[src/rtl/csi_rx_packet_handler_if.sv]
// rtl/csi_rx_packet_handler_if.sv - aligner link and payload bus between the CSI-2 word aligner, packet handler and payload sink
//
// Purpose: groups the word stream coming from the aligner, the sync-loop
// feedback going back to it, and the forwarded payload byte bus.
// Signals:
//   word_in[15:0]      aligned word (lane0 in [7:0], lane1 in [15:8])
//   valid_in           word_in qualifier
//   packet_done        one-cycle end-of-packet pulse back to the aligner
//   wait_for_sync      high while the handler is idle or draining
//   payload_data[15:0] forwarded payload word, lane order preserved
//   payload_be[1:0]    per-lane byte enable
//   payload_valid      payload_data/payload_be qualifier
// Modports:
//   master  aligner/sink side (drives the word stream)
//   slave   packet handler side (consumes the word stream)

interface csi_rx_packet_handler_if;
  logic [15:0] word_in;
  logic        valid_in;
  logic        packet_done;
  logic        wait_for_sync;
  logic [15:0] payload_data;
  logic [1:0]  payload_be;
  logic        payload_valid;

  modport master (
    output word_in, valid_in,
    input  packet_done, wait_for_sync, payload_data, payload_be, payload_valid
  );

  modport slave (
    input  word_in, valid_in,
    output packet_done, wait_for_sync, payload_data, payload_be, payload_valid
  );
endinterface

[src/rtl/csi_rx_packet_handler.sv]
// rtl/csi_rx_packet_handler.sv - CSI-2 2-lane packet header parser, sync strobes and payload forwarder
//
// Purpose: parses the 4-byte CSI-2 packet header from the lane-aligned word
// stream, strobes frame/line sync events for short packets, forwards
// long-packet payload bytes of data type PAYLOAD_DT with per-lane byte
// enables, drops the CRC, and closes the sync loop with the aligner.
// Ports:
//   byte_clock            byte clock, all logic on the rising edge
//   reset                 asynchronous active-high reset
//   enable                0 forces IDLE and masks all strobes
//   link (slave)          word stream in, packet_done/wait_for_sync and payload bus out
//   frame_start/frame_end/line_start/line_end  one-cycle short-packet strobes
//   in_frame/in_line      frame/line levels, updated together with their strobes
//   hdr_vc/hdr_dt/hdr_wc  fields of the most recent header
//   trunc_err             one-cycle pulse when valid_in drops mid-packet
// All outputs are registered.

module csi_rx_packet_handler #(
  parameter logic [5:0] PAYLOAD_DT = 6'h2B
) (
  input  logic                         byte_clock,
  input  logic                         reset,
  input  logic                         enable,
  csi_rx_packet_handler_if.slave       link,
  output logic                         frame_start,
  output logic                         frame_end,
  output logic                         line_start,
  output logic                         line_end,
  output logic                         in_frame,
  output logic                         in_line,
  output logic [1:0]                   hdr_vc,
  output logic [5:0]                   hdr_dt,
  output logic [15:0]                  hdr_wc,
  output logic                         trunc_err
);

  typedef enum logic [1:0] {
    IDLE    = 2'd0,
    HDR1    = 2'd1,
    PAYLOAD = 2'd2,
    DRAIN   = 2'd3
  } state_t;

  state_t      state;
  state_t      state_nx;

  logic [7:0]  wc_lo;
  logic [16:0] bytes_left;
  logic [16:0] byte_idx;

  logic        is_short;
  logic [15:0] wc_full;
  logic [1:0]  lane_be;

  logic        packet_done_d;
  logic        trunc_err_d;
  logic        frame_start_d;
  logic        frame_end_d;
  logic        line_start_d;
  logic        line_end_d;
  logic        in_frame_d;
  logic        in_line_d;
  logic [1:0]  be_d;
  logic        wait_for_sync_d;

  // Data types below 0x10 are short packets: header only, no payload/CRC.
  assign is_short = (hdr_dt < 6'h10);
  assign wc_full  = {link.word_in[7:0], wc_lo};

  // Lane k carries payload while its running byte index is below WC; the
  // remaining bytes of the packet are CRC.
  assign lane_be[0] = (byte_idx < {1'b0, hdr_wc});
  assign lane_be[1] = ((byte_idx + 17'd1) < {1'b0, hdr_wc});

  // State register
  always_ff @(posedge byte_clock or posedge reset) begin
    if (reset) begin
      state <= IDLE;
    end else begin
      state <= state_nx;
    end
  end

  // Next-state logic
  always_comb begin
    state_nx = state;
    if (!enable) begin
      state_nx = IDLE;
    end else begin
      unique case (state)
        IDLE: begin
          if (link.valid_in) state_nx = HDR1;
        end
        HDR1: begin
          if (!link.valid_in)  state_nx = DRAIN;
          else if (is_short)   state_nx = DRAIN;
          else                 state_nx = PAYLOAD;
        end
        PAYLOAD: begin
          if (!link.valid_in)                 state_nx = DRAIN;
          else if (bytes_left <= 17'd2)       state_nx = DRAIN;
        end
        DRAIN: begin
          if (!link.valid_in) state_nx = IDLE;
        end
        default: state_nx = IDLE;
      endcase
    end
  end

  // Output decode: next values of the registered outputs
  always_comb begin
    packet_done_d = 1'b0;
    trunc_err_d   = 1'b0;
    frame_start_d = 1'b0;
    frame_end_d   = 1'b0;
    line_start_d  = 1'b0;
    line_end_d    = 1'b0;
    be_d          = 2'b00;
    in_frame_d    = in_frame;
    in_line_d     = in_line;

    if (enable) begin
      unique case (state)
        HDR1: begin
          if (!link.valid_in) begin
            packet_done_d = 1'b1;
            trunc_err_d   = 1'b1;
          end else if (is_short) begin
            packet_done_d = 1'b1;
            unique case (hdr_dt)
              6'h00:   frame_start_d = 1'b1;
              6'h01:   frame_end_d   = 1'b1;
              6'h02:   line_start_d  = 1'b1;
              6'h03:   line_end_d    = 1'b1;
              default: ;
            endcase
          end
        end
        PAYLOAD: begin
          if (!link.valid_in) begin
            packet_done_d = 1'b1;
            trunc_err_d   = 1'b1;
          end else begin
            if (hdr_dt == PAYLOAD_DT) be_d = lane_be;
            if (bytes_left <= 17'd2) packet_done_d = 1'b1;
          end
        end
        default: ;
      endcase
    end

    // frame_start opens a new frame, so any line left open is closed.
    if (frame_start_d) begin
      in_frame_d = 1'b1;
      in_line_d  = 1'b0;
    end
    if (frame_end_d)  in_frame_d = 1'b0;
    if (line_start_d) in_line_d  = 1'b1;
    if (line_end_d)   in_line_d  = 1'b0;

    wait_for_sync_d = (state_nx == IDLE) || (state_nx == DRAIN);
  end

  // Output and datapath registers
  always_ff @(posedge byte_clock or posedge reset) begin
    if (reset) begin
      link.packet_done   <= 1'b0;
      link.wait_for_sync <= 1'b1;
      link.payload_data  <= 16'h0000;
      link.payload_be    <= 2'b00;
      link.payload_valid <= 1'b0;
      frame_start        <= 1'b0;
      frame_end          <= 1'b0;
      line_start         <= 1'b0;
      line_end           <= 1'b0;
      in_frame           <= 1'b0;
      in_line            <= 1'b0;
      hdr_vc             <= 2'd0;
      hdr_dt             <= 6'd0;
      hdr_wc             <= 16'd0;
      trunc_err          <= 1'b0;
      wc_lo              <= 8'd0;
      bytes_left         <= 17'd0;
      byte_idx           <= 17'd0;
    end else begin
      link.packet_done   <= packet_done_d;
      link.wait_for_sync <= wait_for_sync_d;
      link.payload_be    <= be_d;
      link.payload_valid <= |be_d;
      frame_start        <= frame_start_d;
      frame_end          <= frame_end_d;
      line_start         <= line_start_d;
      line_end           <= line_end_d;
      in_frame           <= in_frame_d;
      in_line            <= in_line_d;
      trunc_err          <= trunc_err_d;

      if (enable && link.valid_in) begin
        unique case (state)
          IDLE: begin
            hdr_vc <= link.word_in[7:6];
            hdr_dt <= link.word_in[5:0];
            wc_lo  <= link.word_in[15:8];
          end
          HDR1: begin
            // word_in[15:8] is the header ECC and is not checked here.
            hdr_wc <= wc_full;
            if (!is_short) begin
              bytes_left <= {1'b0, wc_full} + 17'd2;
              byte_idx   <= 17'd0;
            end
          end
          PAYLOAD: begin
            link.payload_data <= link.word_in;
            byte_idx          <= byte_idx + 17'd2;
            bytes_left        <= (bytes_left > 17'd2) ? (bytes_left - 17'd2) : 17'd0;
          end
          default: ;
        endcase
      end
    end
  end

endmodule

[src/flat_wrapper.sv]
// flat-port wrapper written by rule: the top's interface ports become plain ports
module csi_rx_packet_handler_flat 
#(
  parameter logic [5:0] PAYLOAD_DT = 6'h2B
)
  (byte_clock, reset, enable, frame_start, frame_end, line_start, line_end, in_frame, in_line, hdr_vc, hdr_dt, hdr_wc, trunc_err, link_word_in, link_valid_in, link_packet_done, link_wait_for_sync, link_payload_data, link_payload_be, link_payload_valid);
  csi_rx_packet_handler_if link_i ();
  input  logic byte_clock;
  input  logic reset;
  input  logic enable;
  output logic frame_start;
  output logic frame_end;
  output logic line_start;
  output logic line_end;
  output logic in_frame;
  output logic in_line;
  output logic [1:0] hdr_vc;
  output logic [5:0] hdr_dt;
  output logic [15:0] hdr_wc;
  output logic trunc_err;
  input wire logic [$bits(link_i.word_in)-1:0] link_word_in;
  input wire logic [$bits(link_i.valid_in)-1:0] link_valid_in;
  output wire logic [$bits(link_i.packet_done)-1:0] link_packet_done;
  output wire logic [$bits(link_i.wait_for_sync)-1:0] link_wait_for_sync;
  output wire logic [$bits(link_i.payload_data)-1:0] link_payload_data;
  output wire logic [$bits(link_i.payload_be)-1:0] link_payload_be;
  output wire logic [$bits(link_i.payload_valid)-1:0] link_payload_valid;
  assign link_i.word_in = link_word_in;
  assign link_i.valid_in = link_valid_in;
  assign link_packet_done = link_i.packet_done;
  assign link_wait_for_sync = link_i.wait_for_sync;
  assign link_payload_data = link_i.payload_data;
  assign link_payload_be = link_i.payload_be;
  assign link_payload_valid = link_i.payload_valid;
  csi_rx_packet_handler #(.PAYLOAD_DT(PAYLOAD_DT)) u_core (.byte_clock(byte_clock), .reset(reset), .enable(enable), .link(link_i), .frame_start(frame_start), .frame_end(frame_end), .line_start(line_start), .line_end(line_end), .in_frame(in_frame), .in_line(in_line), .hdr_vc(hdr_vc), .hdr_dt(hdr_dt), .hdr_wc(hdr_wc), .trunc_err(trunc_err));
endmodule
[config.mk]
export PLATFORM = sky130hd
export DESIGN_NAME = csi_rx_packet_handler_flat
export DESIGN_NICKNAME = d
export VERILOG_FILES = /design/src/rtl/csi_rx_packet_handler_if.sv /design/src/rtl/csi_rx_packet_handler.sv /design/src/flat_wrapper.sv
export SDC_FILE = /design/constraint.sdc
export NUM_CORES = 1
export LEC_CHECK = 0
export ABC_AREA = 0
export ABC_CLOCK_PERIOD_IN_PS = 2300
export BUFFER_PORTS_ARGS = -buffer_cell sky130_fd_sc_hd__buf_2
export CORE_ASPECT_RATIO = 0.7
export CORE_UTILIZATION = 52
export DETAILED_ROUTE_END_ITERATION = 16
export GPL_TIMING_DRIVEN = 0
export HOLD_SLACK_MARGIN = 0.08
export MAX_ROUTING_LAYER = met4
export PLACE_DENSITY = 0.76
export SYNTH_ARGS = -nofsm -noshare
export SYNTH_HDL_FRONTEND = slang
export SYNTH_SLANG_ARGS = --single-unit
[constraint.sdc]
create_clock -name byte_clock -period 2.3 [get_ports byte_clock]
set_input_delay 0 -clock byte_clock [delete_from_list [all_inputs] [get_ports byte_clock]]
set_output_delay 0 -clock byte_clock [all_outputs]
set_load 0.02 [all_outputs]
; Word-level counts from Yosys, hierarchy flattened
; Cells that the tools add are included.
[classes]
add_sub_neg = 4
magnitude_cmp = 5
eq_ne = 9
muxes = 51
reduce_logical = 14
[ops]
columns = op, count
row1 = 17-bit one-hot mux with 2 select lines, 2
row2 = 17-bit two-way mux, 3
row3 = 17-bit by 16-bit less-than comparator with 1-bit output, 2
row4 = 1-bit two-way mux, 34
row5 = 2-bit two-way mux, 10
row6 = "16-bit by 2-bit adder with 17-bit output, second input constant", 1
row7 = "17-bit by 1-bit adder with 17-bit output, second input constant", 1
row8 = "17-bit by 2-bit adder with 17-bit output, second input constant", 1
row9 = "17-bit by 2-bit greater-than comparator with 1-bit output, second input constant", 1
row10 = "17-bit by 2-bit less-or-equal comparator with 1-bit output, second input constant", 1
row11 = "17-bit by 2-bit subtractor with 17-bit output, second input constant", 1
row12 = "6-bit by 2-bit equality test with 1-bit output, second input constant", 2
row13 = 2-bit one-hot mux with 4 select lines, 1
row14 = "2-bit equality test, second input constant", 3
row15 = "6-bit by 1-bit equality test with 1-bit output, second input constant", 1
row16 = "6-bit equality test, second input constant", 1
row17 = 6-bit zero test, 1
row18 = "6-bit by 5-bit less-than comparator with 1-bit output, second input constant", 1
row19 = 2-bit AND reduction, 3
row20 = 2-bit zero test, 2
row21 = 2-bit nonzero test, 2
row22 = 2-bit OR reduction, 2
row23 = 3-bit AND reduction, 1
row24 = 3-bit nonzero test, 1
row25 = 5 further kinds, 5
[word_totals]
register_bits = 96
input_bits = 20
out_inout_bits = 52

; Longest topological paths before layout
[depth]
word_depth = 9
ltp_mapped = 9
depth_no_buf = 7

; Worst setup path after synthesis
; OpenSTA, ideal clock, no wires.
[synth_timing]
path_kind = reg-to-reg
startpoint = reg u_core.state[0]
endpoint = reg u_core.link.payload_valid
setup_ns = 0.082
t_arrival_ns = 1.938
required_time_ns = 2.218
slack_ns = 0.280
stages_incl_launch_ff = 9
path_buffers = 1
cell_sequence = dfrtp_1 inv_1 ha_1 buf_2 nand3_1 nor4_1 nand4b_1 or3_1 o22ai_1
[synth_via]
elab_chain_cells = 4
[synth_lines]
columns = item, line
row1 = from (decl), csi_rx_packet_handler.sv:44  ; state_t state;
row2 = from (signal assigned), csi_rx_packet_handler.sv:80  ; state <= state_nx;
row3 = 2-bit equality test, csi_rx_packet_handler.sv:124  ; unique case (state)
row4 = 2-bit two-way mux, csi_rx_packet_handler.sv:124
row5 = 2-bit two-way mux, csi_rx_packet_handler.sv:123  ; if (enable) begin
row6 = 2-bit OR reduction, csi_rx_packet_handler.sv:190  ; link.payload_valid <= |be_d;
row7 = to (signal assigned), csi_rx_packet_handler.sv:190
row8 = to (decl), csi_rx_packet_handler_if.sv:33  ; output packet_done, wait_for_sync, payload_data, payload_be, payload_valid
; No other way between the ends.
; A chain may end at the register's enable or synchronous reset.

; Worst setup path after layout
[layout_timing]
startpoint = reg u_core.bytes_left[6]
endpoint = reg u_core.bytes_left[15]
[layout_via]
elab_chain_cells = 3
elab_cells_between_ends = 4
[layout_lines]
columns = item, line
row1 = from (decl), csi_rx_packet_handler.sv:48  ; logic [16:0] bytes_left;
row2 = from (signal assigned), csi_rx_packet_handler.sv:210  ; bytes_left <= {1'b0, wc_full} + 17'd2;
row3 = from (signal assigned), csi_rx_packet_handler.sv:217  ; bytes_left <= (bytes_left > 17'd2) ? (bytes_left - 17'd2) : 17'd0;
row4 = 17-bit by 2-bit subtractor with 17-bit output / 17-bit by 2-bit greater-than comparator with 1-bit output (equally long branches), csi_rx_packet_handler.sv:217
row5 = 17-bit two-way mux *, csi_rx_packet_handler.sv:217
row6 = 17-bit one-hot mux with 2 select lines *, csi_rx_packet_handler.sv:200  ; unique case (state)
; Every way passes the cells marked *; elsewhere a longest branch is shown, timed or not.

==> results.json <==
{
  "outcome": "finished clean",
  "setup_slack_ns": 0.0859,
  "die_x_um": 123,
  "max_slew.worst_pin.slew_ns": 0.648,
  "yosysWarnings": 0,
  "vdd_drop_max_uv": 828,
  "yosysTopAreaCell": "dfrtp_1",
  "min_period_ns": 2.21,
  "nets": 670,
  "multi_input_area_um2": 2780,
  "synth-compound-area-share_pct": 11.3,
  "start_util_pct": 54.2,
  "leakage_nw": 2.96,
  "drc_errors": 0,
  "finalHoldWorstSlack_ns": 0.218,
  "path_clk_slew_ns": 0.07,
  "track_usage_pct": 29.4,
  "synth_top_family_by_area": "simple AND/OR/NAND/NOR gates",
  "hold_class": "primary input to flip-flop",
  "cts_buffers": 9,
  "num_rows": 30,
  "die_area_um2": 10700,
  "wl_per_cell_um": 18.9,
  "path_class": "flip-flop to flip-flop",
  "cts_sinks": 95,
  "synth-main-ff-cell": "dfrtp_1",
  "die_h_um": 86.7,
  "gp_congestion": 0.920,
  "final.setup.tns_ns": 0,
  "grt.overflow.total": 0,
  "firstDrtPassIters": 6,
  "yosys.area_share.simple_pct": 16.7,
  "place_area_um2": 5870,
  "synthAdderAreaFrac_pct": 8.45,
  "hold_violations": 0,
  "vias_per_cell": 5.93,
  "pwr_density_cell_nw_per_um2": 1180,
  "grt_pass1_wl_mm": 22.6,
  "port_buffers": 68,
  "ant_nets": 0,
  "wl_met3_um": 973,
  "synth-xor-area-share_pct": 3.62,
  "highest_layer": "met4",
  "drt_iter0_drc": 319,
  "antenna_found_initial": 0,
  "stdcell_area_um2": 6440,
  "io_pins": 72,
  "syn_avg_cell_area_um2": 10.3,
  "clock_tree.root_cell": "clkbuf_16",
  "syn_inst": 516,
  "dp.final_hpwl_mm": 10.3,
  "vias": 4429,
  "yosysSeqAreaShare_pct": 44.6,
  "nFillCells": 768,
  "grt_pass1_vias": 4414,
  "timing.final.crit_share_pct": 96.3,
  "ctsHtreeMaxLevel": 3,
  "seq_area_um2": 2380,
  "pre_cts_ws_ns": -0.187,
  "path_max_fanout": 10,
  "wl_met2_mm": 6.52,
  "drt-total-wl_mm": 14.1,
  "slew_headroom_pct": 56.8,
  "clock_path_buffers": 2,
  "synthArstFlopShare_pct": 100,
  "final_util_pct": 65.4,
  "rsz0062_at_grt": "true",
  "drv_slew": 0,
  "finalSetupViolCount": 0,
  "worstPathRequired_ns": 2.53,
  "postCtsSetupBuffers": 0,
  "syn_to_final_growth_pct": 20.8,
  "grt_max_degree": 40,
  "synthTopCellsByArea": "dfrtp_1 44%, mux2_2 10%, ha_1 8.5%, xnor2_1 2.8%, nor2_1 2.3%",
  "clkLatencyLatePin_ns": 0.35,
  "drive_gt1_share_pct": 27.3,
  "synth_fp_nets": 572,
  "met1Wirelength_mm": 6.48,
  "finClkSkew_ns": 0.00811,
  "crit_arrival_ns": 2.44,
  "fmax_mhz": 452,
  "ys_types": 59,
  "netlist_area_um2": 5330,
  "synthMuxAreaShare_pct": 10.7,
  "antennaDiodeCount": 0,
  "core_area_um2": 9830,
  "crit_path_start_kind": "flip-flop",
  "maxCapViolCount": 0,
  "ys_ff_latch": 95,
  "crit_path_end_kind": "flip-flop",
  "synth_edf_count": 0,
  "synth_top_area_share_pct": 44.1,
  "cts_tree": "built"
}
## registers in the layout, indices dropped and copies added (netlist names), 2 cells and up
name	count
u_core.hdr_vc	2
u_core.link.payload_data	16
u_core.byte_idx	16
u_core.wc_lo	8
u_core.hdr_dt	6
u_core.bytes_left	17
u_core.hdr_wc	16
u_core.link.payload_be	2
u_core.state	2
## Yosys cell counts (2+ instances only)
| cell | instances |
|---|---|
| dfrtp_1 | 94 |
| nand3_1 | 16 |
| clkbuf_1 | 28 |
| nor3_1 | 16 |
| mux2_2 | 49 |
| and2_1 | 4 |
| nand4b_1 | 2 |
| a21o_1 | 3 |
| a221o_1 | 6 |
| o32ai_1 | 2 |
| buf_2 | 3 |
| nand2b_1 | 3 |
| ha_1 | 36 |
| xnor2_1 | 17 |
| nor2_1 | 32 |
| nand2_1 | 31 |
| or3_1 | 8 |
| nor4_1 | 11 |
| nor2b_1 | 3 |
| nand4_1 | 11 |
| mux2i_1 | 2 |
| a211oi_1 | 5 |
| o22ai_1 | 5 |
| xor2_1 | 5 |
| a22o_1 | 7 |
| o21a_1 | 2 |
| a21oi_1 | 17 |
| a211o_1 | 2 |
| o21ai_0 | 22 |
| or2_2 | 4 |
| and3_1 | 4 |
| and4b_1 | 2 |
| and4_1 | 6 |
| o21ai_1 | 2 |
| o211ai_1 | 3 |
| nor3b_1 | 4 |
| inv_1 | 27 |
## kinds of logic after synthesis
kind of cell               Yosys count
xor gates and xnor gates            22
and+or+nand+nor                    164
AOI/OAI and AO/OA                   88
DFF                                 95
muxes                               51
adders and majority gates           36
buffers and inverters               60
## where the power goes
part | leakage, nW | internal (mW) | switching (mW)
clock | 0.152 | 0.887 | 0.669
sequential | 1.21 | 2.27 | 0.676
combinational | 1.60 | 1.33 | 1.78
## through the flow
stage               total power, mW  std cells
floorplan                      4.88        516
global placement               5.79        712
detailed placement             5.96        714
CTS                            7.57        748
global route                   8.06        747
finish                         7.61        747
## worst paths after layout
| path | startpoint | to | slack, ns | cells past startpoint |
|---|---|---|---|---|
| setup reg to reg | u_core.bytes_left[6] | u_core.bytes_left[15] | 0.09 | 6 |
| hold reg to reg | u_core.link.payload_data[3] | u_core.link.payload_data[3] | 0.50 | 1 |
| min in group asynchronous | reset | u_core.in_frame | 0.23 | 3 |
| max in group asynchronous | reset | u_core.link.wait_for_sync | 1.47 | 4 |
| setup / recovery | u_core.bytes_left[6] | u_core.bytes_left[15] | 0.09 | 6 |
| hold / removal | link_word_in[3] | u_core.hdr_dt[3] | 0.22 | 2 |
## final cells by class
| cell class | count | area share [%] |
|---|---|---|
| inverters | 27 | 1.63 |
| repair buffers | 88 | 8.71 |
| multi-input cells | 361 | 43.2 |
| plain buffers | 32 | 2.26 |
| clock inverters | 5 | 0.991 |
| well taps | 128 | 2.49 |
| clock buffers | 11 | 3.77 |
| flip-flops and latches | 95 | 37.0 |
## critical path, stage by stage (launching register included)
cell,delay [ns]
dfrtp_1,0.43
nor4_4,0.43
or3b_4,0.45
o21ai_4,0.20
buf_6,0.18
nor2_2,0.08
a221o_1,0.33
## timing repair
item,4_1_cts,5_1_grt
hold buffers,18,0
gates resized for setup,7,20
setup endpoints to repair,33,45
hold endpoints to repair,130,0
pin swaps,0,2
## layer usage
metal,global-route usage [%],vias to the layer above
met4,7.89,0
met2,45.3,165
met3,5.66,14
met1,39.8,2189
li1,-,2061
met5,-,-
## placed cells by master, fill, tap and decap left out, drive strengths merged, types with 6 or more instances in the layout
master,synthesis,final
a21oi,17,17
a221o,6,6
a22o,7,7
and4,6,6
buf,5,76
clkbuf,28,37
dfrtp,94,94
dlygate4sd3,0,18
ha,36,36
inv,27,29
mux2,49,49
nand2,31,31
nand3,16,16
nand4,11,11
nor2,33,33
nor3,16,16
nor4,12,12
o21ai,25,25
or3,9,9
xnor2,17,17
(Power assumes the default switching activity.)
